<file path="src/rtl/ifetch_prefetch_queue.sv">
// Instruction-fetch prefetch queue: issues word fetches over a req/ack handshake,
// buffers {word, PC} pairs in a FIFO for decode, and flushes/restarts on Redirect.
// Optional `IFQ_ALIGN_CHECK_EN`: misaligned StartPC/RedirectPC raises a sticky AlignFault and stops fetching.
//
// Handshakes:
//   Memory: MemReq rises with MemAddr and both hold until the cycle MemAck=1;
//   at most one request is outstanding, and MemAck while MemReq=0 is ignored.
//   Decode: an entry leaves the queue on a cycle with InstrValid && InstrReady
//   (a Redirect in that cycle wins and no entry is delivered).
module ifetch_prefetch_queue #(
  parameter int DEPTH = 4,
  parameter int CNT_W = 3
) (
  input  logic              CLK,
  input  logic              Reset,
  input  logic [63:0]       StartPC,
  input  logic              Redirect,
  input  logic [63:0]       RedirectPC,
  output logic              MemReq,
  output logic [63:0]       MemAddr,
  input  logic              MemAck,
  input  logic [31:0]       MemData,
  output logic              InstrValid,
  output logic [31:0]       Instruction,
  output logic [63:0]       InstrPC,
  input  logic              InstrReady,
  output logic [CNT_W-1:0]  QueueCount,
  output logic              AlignFault,
  output logic [1:0]        DbgState
);

  localparam int PTR_W = (DEPTH > 1) ? $clog2(DEPTH) : 1;
  localparam logic [CNT_W-1:0] DEPTH_C = CNT_W'(DEPTH);
  localparam logic [CNT_W-1:0] ONE_C   = CNT_W'(1);

  typedef enum logic [1:0] {
    ST_RUN   = 2'd0,
    ST_WAIT  = 2'd1,
    ST_DRAIN = 2'd2
  } state_e;

  state_e             state_q, state_d;
  logic [63:0]        fetch_pc_q, fetch_pc_d;
  logic               mem_req_q, mem_req_d;
  logic [63:0]        mem_addr_q, mem_addr_d;
  logic [PTR_W-1:0]   wr_ptr_q, rd_ptr_q;
  logic [CNT_W-1:0]   count_q;
  logic               started_q;
  logic [31:0]        data_q [DEPTH];
  logic [63:0]        pc_q   [DEPTH];

  logic               ack;
  logic               pop;
  logic               push;
  logic               fault;
  logic [CNT_W-1:0]   cnt_after_push;

  assign ack = mem_req_q && MemAck;
  assign pop = (count_q != '0) && InstrReady && !Redirect;
  assign cnt_after_push = count_q + ONE_C - {{(CNT_W-1){1'b0}}, pop};

  always_comb begin
    state_d    = state_q;
    fetch_pc_d = fetch_pc_q;
    mem_req_d  = mem_req_q;
    mem_addr_d = mem_addr_q;
    push       = 1'b0;
    case (state_q)
      ST_RUN: begin
        // started_q delays the first issue by one edge after reset release.
        if (!Redirect && started_q && !fault && (count_q < DEPTH_C)) begin
          mem_req_d  = 1'b1;
          mem_addr_d = fetch_pc_q;
          state_d    = ST_WAIT;
        end
      end
      ST_WAIT: begin
        if (Redirect) begin
          if (ack) begin
            mem_req_d = 1'b0;
            state_d   = ST_RUN;
          end else begin
            state_d   = ST_DRAIN;
          end
        end else if (ack) begin
          push       = 1'b1;
          fetch_pc_d = mem_addr_q + 64'd4;
          if (cnt_after_push < DEPTH_C) begin
            mem_addr_d = mem_addr_q + 64'd4;
          end else begin
            mem_req_d  = 1'b0;
            state_d    = ST_RUN;
          end
        end
      end
      ST_DRAIN: begin
        if (ack) begin
          mem_req_d = 1'b0;
          state_d   = ST_RUN;
        end
      end
      default: begin
        mem_req_d = 1'b0;
        state_d   = ST_RUN;
      end
    endcase
    if (Redirect) begin
      fetch_pc_d = {RedirectPC[63:2], 2'b00};
    end
  end

  always_ff @(posedge CLK) begin
    if (Reset) begin
      state_q    <= ST_RUN;
      fetch_pc_q <= {StartPC[63:2], 2'b00};
      mem_req_q  <= 1'b0;
      mem_addr_q <= '0;
      started_q  <= 1'b0;
    end else begin
      state_q    <= state_d;
      fetch_pc_q <= fetch_pc_d;
      mem_req_q  <= mem_req_d;
      mem_addr_q <= mem_addr_d;
      started_q  <= 1'b1;
    end
  end

  always_ff @(posedge CLK) begin
    if (Reset || Redirect) begin
      wr_ptr_q <= '0;
      rd_ptr_q <= '0;
      count_q  <= '0;
    end else begin
      if (push) wr_ptr_q <= wr_ptr_q + PTR_W'(1);
      if (pop)  rd_ptr_q <= rd_ptr_q + PTR_W'(1);
      count_q <= count_q + {{(CNT_W-1){1'b0}}, push} - {{(CNT_W-1){1'b0}}, pop};
    end
  end

  always_ff @(posedge CLK) begin
    if (push) begin
      data_q[wr_ptr_q] <= MemData;
      pc_q[wr_ptr_q]   <= mem_addr_q;
    end
  end

`ifdef IFQ_ALIGN_CHECK_EN
  logic align_fault_q;
  logic start_mis_q;

  // StartPC alignment is judged on the value present during reset, raised on release.
  always_ff @(posedge CLK) begin
    if (Reset) begin
      align_fault_q <= 1'b0;
      start_mis_q   <= |StartPC[1:0];
    end else if ((!started_q && start_mis_q) || (Redirect && (|RedirectPC[1:0]))) begin
      align_fault_q <= 1'b1;
    end
  end
  assign fault = align_fault_q;
`else
  logic unused_low_bits;
  assign unused_low_bits = ^{StartPC[1:0], RedirectPC[1:0]};
  assign fault = 1'b0;
`endif

  assign MemReq      = mem_req_q;
  assign MemAddr     = mem_addr_q;
  assign InstrValid  = (count_q != '0);
  assign Instruction = data_q[rd_ptr_q];
  assign InstrPC     = pc_q[rd_ptr_q];
  assign QueueCount  = count_q;
  assign AlignFault  = fault;
  assign DbgState    = state_q;

endmodule

</file>
<file path="config.mk">
export PLATFORM = sky130hd
export DESIGN_NAME = ifetch_prefetch_queue
export DESIGN_NICKNAME = d
export VERILOG_FILES = /design/src/rtl/ifetch_prefetch_queue.sv
export SDC_FILE = /design/constraint.sdc
export NUM_CORES = 1
export LEC_CHECK = 0
export ABC_AREA = 1
export CAP_MARGIN = 20
export CORE_ASPECT_RATIO = 2
export CORE_UTILIZATION = 45
export CTS_CLUSTER_SIZE = 16
export DETAILED_ROUTE_END_ITERATION = 10
export PLACE_DENSITY = 0.72
export SLEW_MARGIN = 20
export SYNTH_ARGS = -nofsm -noshare
export SYNTH_HDL_FRONTEND = slang
export SYNTH_SLANG_ARGS = --single-unit
</file>
<file path="constraint.sdc">
create_clock -name CLK -period 7.05 [get_ports CLK]
set_clock_uncertainty 0.05 [all_clocks]
set_input_delay 1.41 -clock CLK [delete_from_list [all_inputs] [get_ports CLK]]
set_output_delay 1.41 -clock CLK [all_outputs]
set_load 0.01 [all_outputs]
</file>
; ---- After elaboration in Yosys (flattened, before gate mapping)
; Memory sizes are Yosys's and may differ from the RTL's. A register that Yosys moved wholly into a read port is not among the register bits.
; Index checks and enable logic that the tools add are counted.
[classes]
n_addsub = 7
order_cmp = 2
n_eq_ne = 9
n_mux = 32
reduce_logical = 18
[op_table]
columns = cell, n
row1 = $mux 64, 8
row2 = $pmux 64 s2, 1
row3 = $add 64x3->64 const B, 1
row4 = $mux 2, 10
row5 = $mux 1, 11
row6 = $ne 2x2->1 const B, 5
row7 = $reduce_bool 3->1, 3
row8 = $lt 3x3->1 const B, 2
row9 = $ne 3x3->1 const B, 2
row10 = $pmux 2 s3, 1
row11 = $sub 3x1->3, 2
row12 = $logic_and 1x1->1, 5
row13 = $reduce_and 5->1, 1
row14 = $add 2x1->2 const B, 2
row15 = $reduce_and 2->1, 2
row16 = $reduce_and 4->1, 1
row17 = $add 3x1->3, 1
row18 = $add 3x1->3 const B, 1
row19 = $pmux 1 s3, 1
row20 = $reduce_and 3->1, 1
row21 = $eq 2x1->1 const B, 1
row22 = $eq 2x2->1 const B, 1
row23 = $logic_not 2->1, 1
row24 = $reduce_bool 2->1, 1
row25 = 3 further kinds, 3
[totals]
register_bits = 139
mem_bits_rw = 384
out_inout_bits = 168
elab_cells = 79
memories = 2
[memory_table]
columns = name, words, word_bits, rd, rd_ports_with_merged_regs, write_ports, line
row1 = pc_q, 4, 64, 1, 1, 1, 50  ; logic [63:0] pc_q [DEPTH];
row2 = data_q, 4, 32, 1, 1, 1, 49  ; logic [31:0] data_q [DEPTH];

; ---- Depth between registers and ports, before layout
[depth]
word_depth = 9
ltp_mapped = 13

; ---- Worst setup path after synthesis
; No wires, ideal clock.
[synth_path]
path_kind = input to register
startpoint = in Redirect
endpoint = mem data_q[0][0], enable pin
setup_ns = 0.551
t_arrival_ns = 5.904
slack_ns = 0.544
path_stages = 4
path_cell_list = nor2_1 -> nand2_1 -> buf_2 -> nor2_1
[synth_between]
elab_chain_cells = 4
[synth_rtl]
columns = element, line
row1 = "start, declared", 17  ; input logic Redirect,
row2 = $mux 1, 78  ; if (Redirect) begin
row3 = $mux 1, 68  ; case (state_q)
row4 = $mux 1, 141  ; if (push) begin
row5 = $mux 1 (not written as such), 142  ; data_q[wr_ptr_q] <= MemData;
row6 = "end, declared", 49
; Every way passes these cells.

==> out/metrics.cfg <==
[outcome]
status=finished clean

[min_path]
hold_path.class=reg -> reg
hold_depth=2
worstHoldStart=rd_ptr_q[1]$_SDFFE_PP0P_

[sta]
post-route-period-util_pct=75.6
finalMaxSlewViolations=0
hold_violations=0
tns_ps=0
rsz0062_at_grt=false
slew_headroom_pct=28.5
report.final.setup_viol=0
whs_ps=426
tightest_slew_ps=1070
fmax_mhz=188
min_period_ps=5330

[global_route]
grt_pass1_vias=17800
grt_pass1_wl_mm=103
grt_max_degree=140
antenna_found_initial=1
grt_overflow=0
track_usage_pct=26.3

[worst_setup_path]
reg2reg_from=DbgState[1]$_SDFFE_PP0P_
crit_path_max_fanout=104
r2r_cells=11
cp.arrival_ps=3870
rrSetupSlack_ps=2610
cp_data_required_time_ps=5590
endpoint_kind=output port
r2r_end=MemAddr[62]$_SDFFE_PP0P_
start_kind=flip-flop
path_class=reg -> out

[power]
power_density_nw_per_um2=240
power_mw=6.78
seq_power_share_pct=53.5
pwr-share-comb_pct=8.1
internal_power_mw=5.23
switching_share_pct=23.0
ir_worst_vdd_mv=0.190
p_sw_mw=1.56
leakagePower_nw=9.61
clockPowerShare_pct=38.4

[layout]
areaGrowthSynthToFinish_pct=23.4
final_core_util_pct=56.4
final_nets=2717
fin_cells=3228
final_common_cell=edfxtp_1
drive_gt1_share_pct=5.12
final_cell_mix=446 x edfxtp_1, 405 x nor2_1, 385 x nand2_1, 325 x clkdlybuf4s50_1, 243 x o21ai_0

[logic_synthesis]
syn-num-nets=2445
synth_area_per_cell_um2=10.1
synth_edf_count=446
synthFlopType=edfxtp_1
synth_cell_types=34
ys_ff_latch=525
netlist.top_cell.by_area=edfxtp_1
ys_seq_area_share_pct=65.5
ys_top_cells_by_area=edfxtp_1 59%, dfxtp_1 6.9%, nor2_1 6.7%
synth.top_cell.area_share_pct=58.6
postSynthCellCount=2272
synth_warnings=0
async_flop_share_pct=0
netlist_area_um2=22900

[placement]
dpl.hpwl_mm=46.3
io_buffer_count=327
gp_congestion=0.936
place_inst=3146

[drt]
avgRoutedWirePerCell_um=21.3
vias=18100
totalWireLength_mm=68.8
drc=0
drt_iter0_drc=1613
drtAntennaViolNets=0
dr.pass1.iters=5
viasPerCell=5.61

[cts]
cts_tree=yes
clkSinkCount=525
cts_setup_buffers=0
cts_buffers=44
worstSkewPairLatency_ps=580
htreeDepth=2
clk_pin_slew_ps=60
cts-root-buf=clkbuf_16
postCtsHoldBufs=0
cts_resized=0
clock_path_buffers=3

[floorplanning]
core_area_um2=50100
fp-row-count=116
die_h_um=321
start_util_pct=45.7
die_w_um=161
ios=333
dieArea_um2=51800

[job]
max-cap-violations=0

==> worst max-delay path, cell delays in order, from the launching register on <==
cell	delay (ps)
dfxtp_4	940
buf_4	890
o21ai_0	230
o22ai_1	470
clkdlybuf4s50_1	630
==> layout make-up <==
type                       instances  area [µm²]
antenna                            1        2.50
inverter                         103         395
fill                            4265       21800
timing repair buffer             348        3470
sequential                       525       15000
clock inverter                    22         302
tap                              649         812
clock buffer                      58        1240
multi-input combinational       1522        7030
==> synthesized netlist by cell type, types with 3 or more instances <==
library cell and number:
o21ai_1 35, or2_2 7, nor2_1 409, nor2_2 8
a22oi_1 3, xnor2_1 9, nand2_2 6, nand2_1 386
nand4_1 18, ha_1 7, clkbuf_1 98, dfxtp_1 79
xor2_1 11, a21oi_1 202, buf_4 5, nor2_4 5
inv_2 5, nand3_1 65, nand3b_1 3, edfxtp_1 446
o22ai_1 96, buf_2 15, o21ai_0 243, inv_1 97
==> cells by family after synthesis <==
| family | after synthesis | synth area share, % |
|---|---|---|
| simple gates | 912 | 16.1 |
| buf+inv | 225 | 3.93 |
| flops | 525 | 65.5 |
| xor+xnor | 20 | 0.766 |
| other cells | 1 | 0.0164 |
| fa+ha+maj | 8 | 0.470 |
| compound gates | 581 | 13.3 |
==> routing by layer <==
layer | vias up | track usage [%] | wire (µm)
met4 | 0 | 15.6 | 4090
met1 | 8706 | 30.3 | 25700
met2 | 735 | 46.6 | 35300
li1 | 8474 | - | -
met5 | - | 0 | 0
met3 | 180 | 2.82 | 3730
==> power by group through the flow <==
stage                     registers [mW]  logic (mW)  clock network, mW
after floorplan                     3.64       0.251                  0
after CTS                           3.63       0.546               2.64
after detailed placement            3.70       0.543                  0
after global routing                3.64       0.598               2.75
after global placement              3.69       0.536                  0
final                               3.63       0.548               2.61
==> sequential cells by signal (all words and copies together) (netlist names), 2 cells and up, named ones only <==
signal	count
pc_q	256
data_q	128
MemAddr	64
fetch_pc_q	64
QueueCount	3
DbgState	2
rd_ptr_q	2
wr_ptr_q	2
==> metrics by stage <==
stage / cell area (µm²) / setup slack [ps]
2_1_floorplan: 22900 / 544
3_3_place_gp: 26700 / 2430
3_5_place_dp: 26700 / 2330
4_1_cts: 28200 / 1720
5_1_grt: 28200 / 1570
6_report: 28200 / 1720
==> worst max-delay path by stage <==
stage / startpoint / endpoint / slack (ps) / depth (start not counted)
after CTS: flip-flop / InstrPC[39] / 1720 / 4
after global routing: flip-flop / InstrPC[37] / 1570 / 4
after global placement: flip-flop / InstrPC[40] / 2430 / 4
after floorplan: Redirect / data_q[0][0]$_DFFE_PP_ / 540 / 4
final: flip-flop / InstrPC[39] / 1720 / 4
after detailed placement: flip-flop / InstrPC[39] / 2330 / 4
Note: power is estimated with default switching activity, not from simulation.
